--- config.mk ---
export PLATFORM = sky130hd
export DESIGN_NAME = debounce_press_counter
export DESIGN_NICKNAME = d
export VERILOG_FILES = /design/src/rtl/debounce_press_counter_pkg.sv /design/src/rtl/debounce_press_counter_sync_chain.sv /design/src/rtl/debounce_press_counter.sv
export SDC_FILE = /design/constraint.sdc
export NUM_CORES = 1
export LEC_CHECK = 0
export ABC_AREA = 1
export CELL_PAD_IN_SITES_DETAIL_PLACEMENT = 0
export CELL_PAD_IN_SITES_GLOBAL_PLACEMENT = 1
export CORE_MARGIN = 2
export CORE_UTILIZATION = 36
export DETAILED_ROUTE_END_ITERATION = 6
export PLACE_DENSITY_LB_ADDON = 0.1
export SLEW_MARGIN = 40
export SYNTH_ARGS = -nofsm -noshare
export SYNTH_HDL_FRONTEND = slang
export SYNTH_SLANG_ARGS = --single-unit
--- constraint.sdc ---
create_clock -name clk -period 1.3 [get_ports clk]
set_input_delay 0.13 -clock clk [delete_from_list [all_inputs] [get_ports clk]]
set_output_delay 0.13 -clock clk [all_outputs]
set_load 0.05 [all_outputs]
--- src/rtl/debounce_press_counter_pkg.sv ---
// Shared debounce settings and sizing helper for the debounce/counter stages.
package debounce_press_counter_pkg;

  // Default debounce settings shared by every stage that consumes the clean level.
  localparam int DEFAULT_SYNC_STAGES   = 2;
  localparam int DEFAULT_STABLE_CYCLES = 4;

  // Number of bits needed to hold values 0 .. value-1 (minimum 1 bit).
  function automatic int clog2(input int value);
    int result;
    int remain;
    result = 0;
    remain = value - 1;
    while (remain > 0) begin
      result = result + 1;
      remain = remain >> 1;
    end
    if (result < 1) result = 1;
    return result;
  endfunction

endpackage

--- src/rtl/debounce_press_counter_sync_chain.sv ---
// Multi-flop synchroniser for an asynchronous single-bit input.
module sync_chain
  import debounce_press_counter_pkg::*;
#(
  parameter int SYNC_STAGES = DEFAULT_SYNC_STAGES
) (
  input  logic clk,
  input  logic rst,
  input  logic d,
  output logic q
);

  logic [SYNC_STAGES-1:0] stages;

  // Plain shift chain: no logic between flops so metastability can settle.
  always_ff @(posedge clk or posedge rst) begin
    if (rst) begin
      stages <= '0;
    end else begin
      stages <= {stages[SYNC_STAGES-2:0], d};
    end
  end

  assign q = stages[SYNC_STAGES-1];

endmodule

--- src/rtl/debounce_press_counter.sv ---
// Debouncer with rise/fall strobes and a wrapping count of debounced presses.
module debounce_press_counter
  import debounce_press_counter_pkg::*;
#(
  parameter int SYNC_STAGES   = DEFAULT_SYNC_STAGES,
  parameter int STABLE_CYCLES = DEFAULT_STABLE_CYCLES,
  parameter int COUNT_W       = 8
) (
  input  logic               clk,
  input  logic               rst,
  input  logic               d,
  output logic               q,
  output logic               rise,
  output logic               fall,
  output logic [COUNT_W-1:0] press_count
);

  localparam int CNT_W = clog2(STABLE_CYCLES);
  localparam logic [CNT_W-1:0] CNT_MAX = CNT_W'(STABLE_CYCLES - 1);

  logic             d_sync;
  logic [CNT_W-1:0] stable_cnt;

  sync_chain #(
    .SYNC_STAGES(SYNC_STAGES)
  ) u_sync (
    .clk(clk),
    .rst(rst),
    .d  (d),
    .q  (d_sync)
  );

  // Count consecutive cycles the synchronised input disagrees with q; accept it once stable.
  always_ff @(posedge clk or posedge rst) begin
    if (rst) begin
      stable_cnt  <= '0;
      q           <= 1'b0;
      rise        <= 1'b0;
      fall        <= 1'b0;
      press_count <= '0;
    end else if (d_sync == q) begin
      stable_cnt <= '0;
      rise       <= 1'b0;
      fall       <= 1'b0;
    end else if (stable_cnt == CNT_MAX) begin
      q          <= d_sync;
      stable_cnt <= '0;
      rise       <= d_sync;
      fall       <= ~d_sync;
      if (d_sync) begin
        press_count <= press_count + COUNT_W'(1);
      end
    end else begin
      stable_cnt <= stable_cnt + CNT_W'(1);
      rise       <= 1'b0;
      fall       <= 1'b0;
    end
  end

endmodule

==> results_dict.tcl <==
set metrics [dict create \
    crit_path_start_kind "flop" \
    whs_ns 0.1317 \
    routed_wl_um 1061 \
    p_comb_share_pct 38.8 \
    grt_pass1_vias 441 \
    rsz0062_at_grt "false" \
    ir_drop_v 0.001339 \
    synth_cell_types 13 \
    timing.final.ws_setup_ns 0.1052 \
    period_needed_ns 1.195 \
    power_switching_uw 570.2 \
    hpwl_um 790.1 \
    ys_seq_area_share_pct 58.37 \
    cts_hold_buf 0 \
    crit_slowest_cell "dfrtp_1" \
    crit_family "flip-flops" \
    critPathMaxFanout 5 \
    wl_met1_um 536 \
    max_slew_margin_pct 84.21 \
    mappedNetlistArea_um2 643.1 \
    finalMaxSlewViolations 0 \
    grt_pass1_wl_um 1945 \
    hp-class "input pin to async pin" \
    cts_buffers 3 \
    grt_use_total_pct 13.20 \
    layout_common_cells "17 x nand2_1, 11 x inv_1, 11 x dfrtp_1, 11 x buf_12, 5 x nand3_1" \
    dpl.cell_count 103 \
    fin_nets 89 \
    ys_seq_elements 15 \
    vias 444 \
    ys_warn_count 0 \
    h-tree-depth 1 \
    die_y_um 46.27 \
    firstDrtPassIters 4 \
    syn_to_final_growth_pct 51.56 \
    p_int_uw 962.6 \
    swShare_pct 37.20 \
    outcome "completed" \
    cts.sinks 15 \
    total_leakage_power_uw 0.0004814 \
    row_count 15 \
    antenna_cells 0 \
    place.gp.congestion 0.7441 \
    die_area_um2 2140 \
    final_common_cell "nand2_1" \
    syn_area_per_cell_um2 10.05 \
    antenna_left 0 \
    worstSetupPathType "flop to flop" \
    port_buffers 13 \
    root_buffer "clkbuf_4" \
    fp.dieW_um 46.27 \
    grt_max_degree 16 \
    syn_nets 69 \
    via_per_inst 4.111 \
    power_frac_clock_pct 17.2 \
    cp-end-kind "flop" \
    slowest_delay_ns 0.40 \
    cts_tree "done" \
    cts.clk_slew.worst_paths_ns 0.09 \
    maxCapViolCount 0 \
    core_um2 1708 \
    crit_required_ns 1.51 \
    tightest_slew_ns 0.2368 \
    routedWlPerCell_um 9.824 \
    route.met2.wl_um 463 \
    tns_ns 0 \
    postSynthCellCount 64 \
    route.top_layer_used "met4" \
    cp_cell_sequence "ha_4 -> nand3_4 -> nor2_4 -> buf_4 -> xor2_1" \
    sequentialPowerShare_pct 44.0 \
    reg2reg_from "stable_cnt[0]" \
    crit_start "stable_cnt[0]" \
    drive_gt1_share_pct 31.33 \
    p_total_uw 1533 \
    grt_overflow_total 0 \
    initial_core_util_pct 37.66 \
    worstPathArrival_ns 1.41 \
    fin_crit_sh_pct 91.91 \
    hold_viol 0 \
    p_per_area_nw_per_um2 1573 \
    dp_slack_ns 0.09902 \
    antenna_found_initial 0 \
    timing.fmax_mhz 836.9 \
    fin_skew_ns 0.003904 \
    crit_buf_inv 1 \
    io_pins 14 \
    instances_no_fill 108 \
    first_iter_violations 6 \
    drc 0 \
    clkLatencyLatePin_ns 0.28 \
    setup_violations 0 \
    wl_met3_um 48 \
    clockBufferDepth 2 \
]
[through the flow]
| stage | instance area, µm² | util [%] |
|---|---|---|
| 2_1_floorplan | 648.1 | - |
| 3_5_place_dp | 927.1 | 54.29 |
| 5_1_grt | 974.7 | 57.07 |
| 4_1_cts | 954.7 | 55.90 |
| 3_3_place_gp | 927.1 | 54.29 |
| 6_report | 974.7 | 57.07 |
[cell families after synthesis]
group                      after synthesis  synth area share, %
AOI/OAI and AO/OA                        1               0.7775
xor gates and xnor gates                 5                6.811
adders and majority gates                2                3.890
buffers and inverters                   12                7.003
DFF                                     15                58.37
and+or+nand+nor                         29                23.15
[cell usage after synthesis]
cell	count	area, µm²
dfrtp_1	15	375.4
ha_1	2	25.02
inv_1	12	45.04
nand2_1	17	63.81
nand3_1	5	25.02
nand3_4	1	17.52
nor2_1	2	7.510
nor2_4	2	22.52
nor3_1	1	5.000
nor3b_1	1	7.510
o21ai_0	1	5.000
xnor2_1	3	26.28
xor2_1	2	17.52
[worst register-to-register path, cell delays in order (launching register included)]
cell,delay [ns]
dfrtp_1,0.40
ha_4,0.18
nand3_4,0.13
nor2_4,0.17
buf_4,0.13
xor2_1,0.13
[sequential cells by signal, summed over array words and instances (netlist names)]
| signal | cells |
|---|---|
| fall | 1 |
| rise | 1 |
| press_count | 8 |
| stable_cnt | 2 |
| q | 1 |
| u_sync.stages | 2 |
[path summary, 6_finish.rpt]
kind	slack, ns	endpoint	cells past startpoint
min reg2reg	0.36	u_sync.stages[1]	0
max reg2reg	0.11	press_count[3]	5
max in group asynchronous	0.98	press_count[0]	3
min in group clk	0.28	u_sync.stages[0]	1
max	0.11	press_count[3]	5
min	0.13	u_sync.stages[1]	3
[power by group through the flow]
stage	clock, µW	combinational, µW	sequential [µW]
after floorplan	0	150	812
after global placement	0	589	666
after detailed placement	0	590	666
after CTS	286	590	661
after global routing	309	648	687
final	263	595	674
[repair_timing]
item / CTS / global route
setup endpoints to repair: 0 / 3
buffers inserted: 0 / 1
gates resized for setup: 0 / 3
[layer usage]
metal | vias to the layer above | GRT usage [%]
met1 | 200 | 19.65
li1 | 230 | -
met4 | 0 | 6.857
met5 | - | 0
met2 | 12 | 17.22
met3 | 2 | 3.529
[layout make-up]
type	instances	area, µm²
clock buffers	3	22.52
clock inverters	1	5.005
fillers	140	733.2
inverters	12	45.04
multi-input cells	37	235.2
flip-flops and latches	15	380.4
well taps	25	31.28
repair buffers	15	255.2
Power figures use the tool's default switching activity.
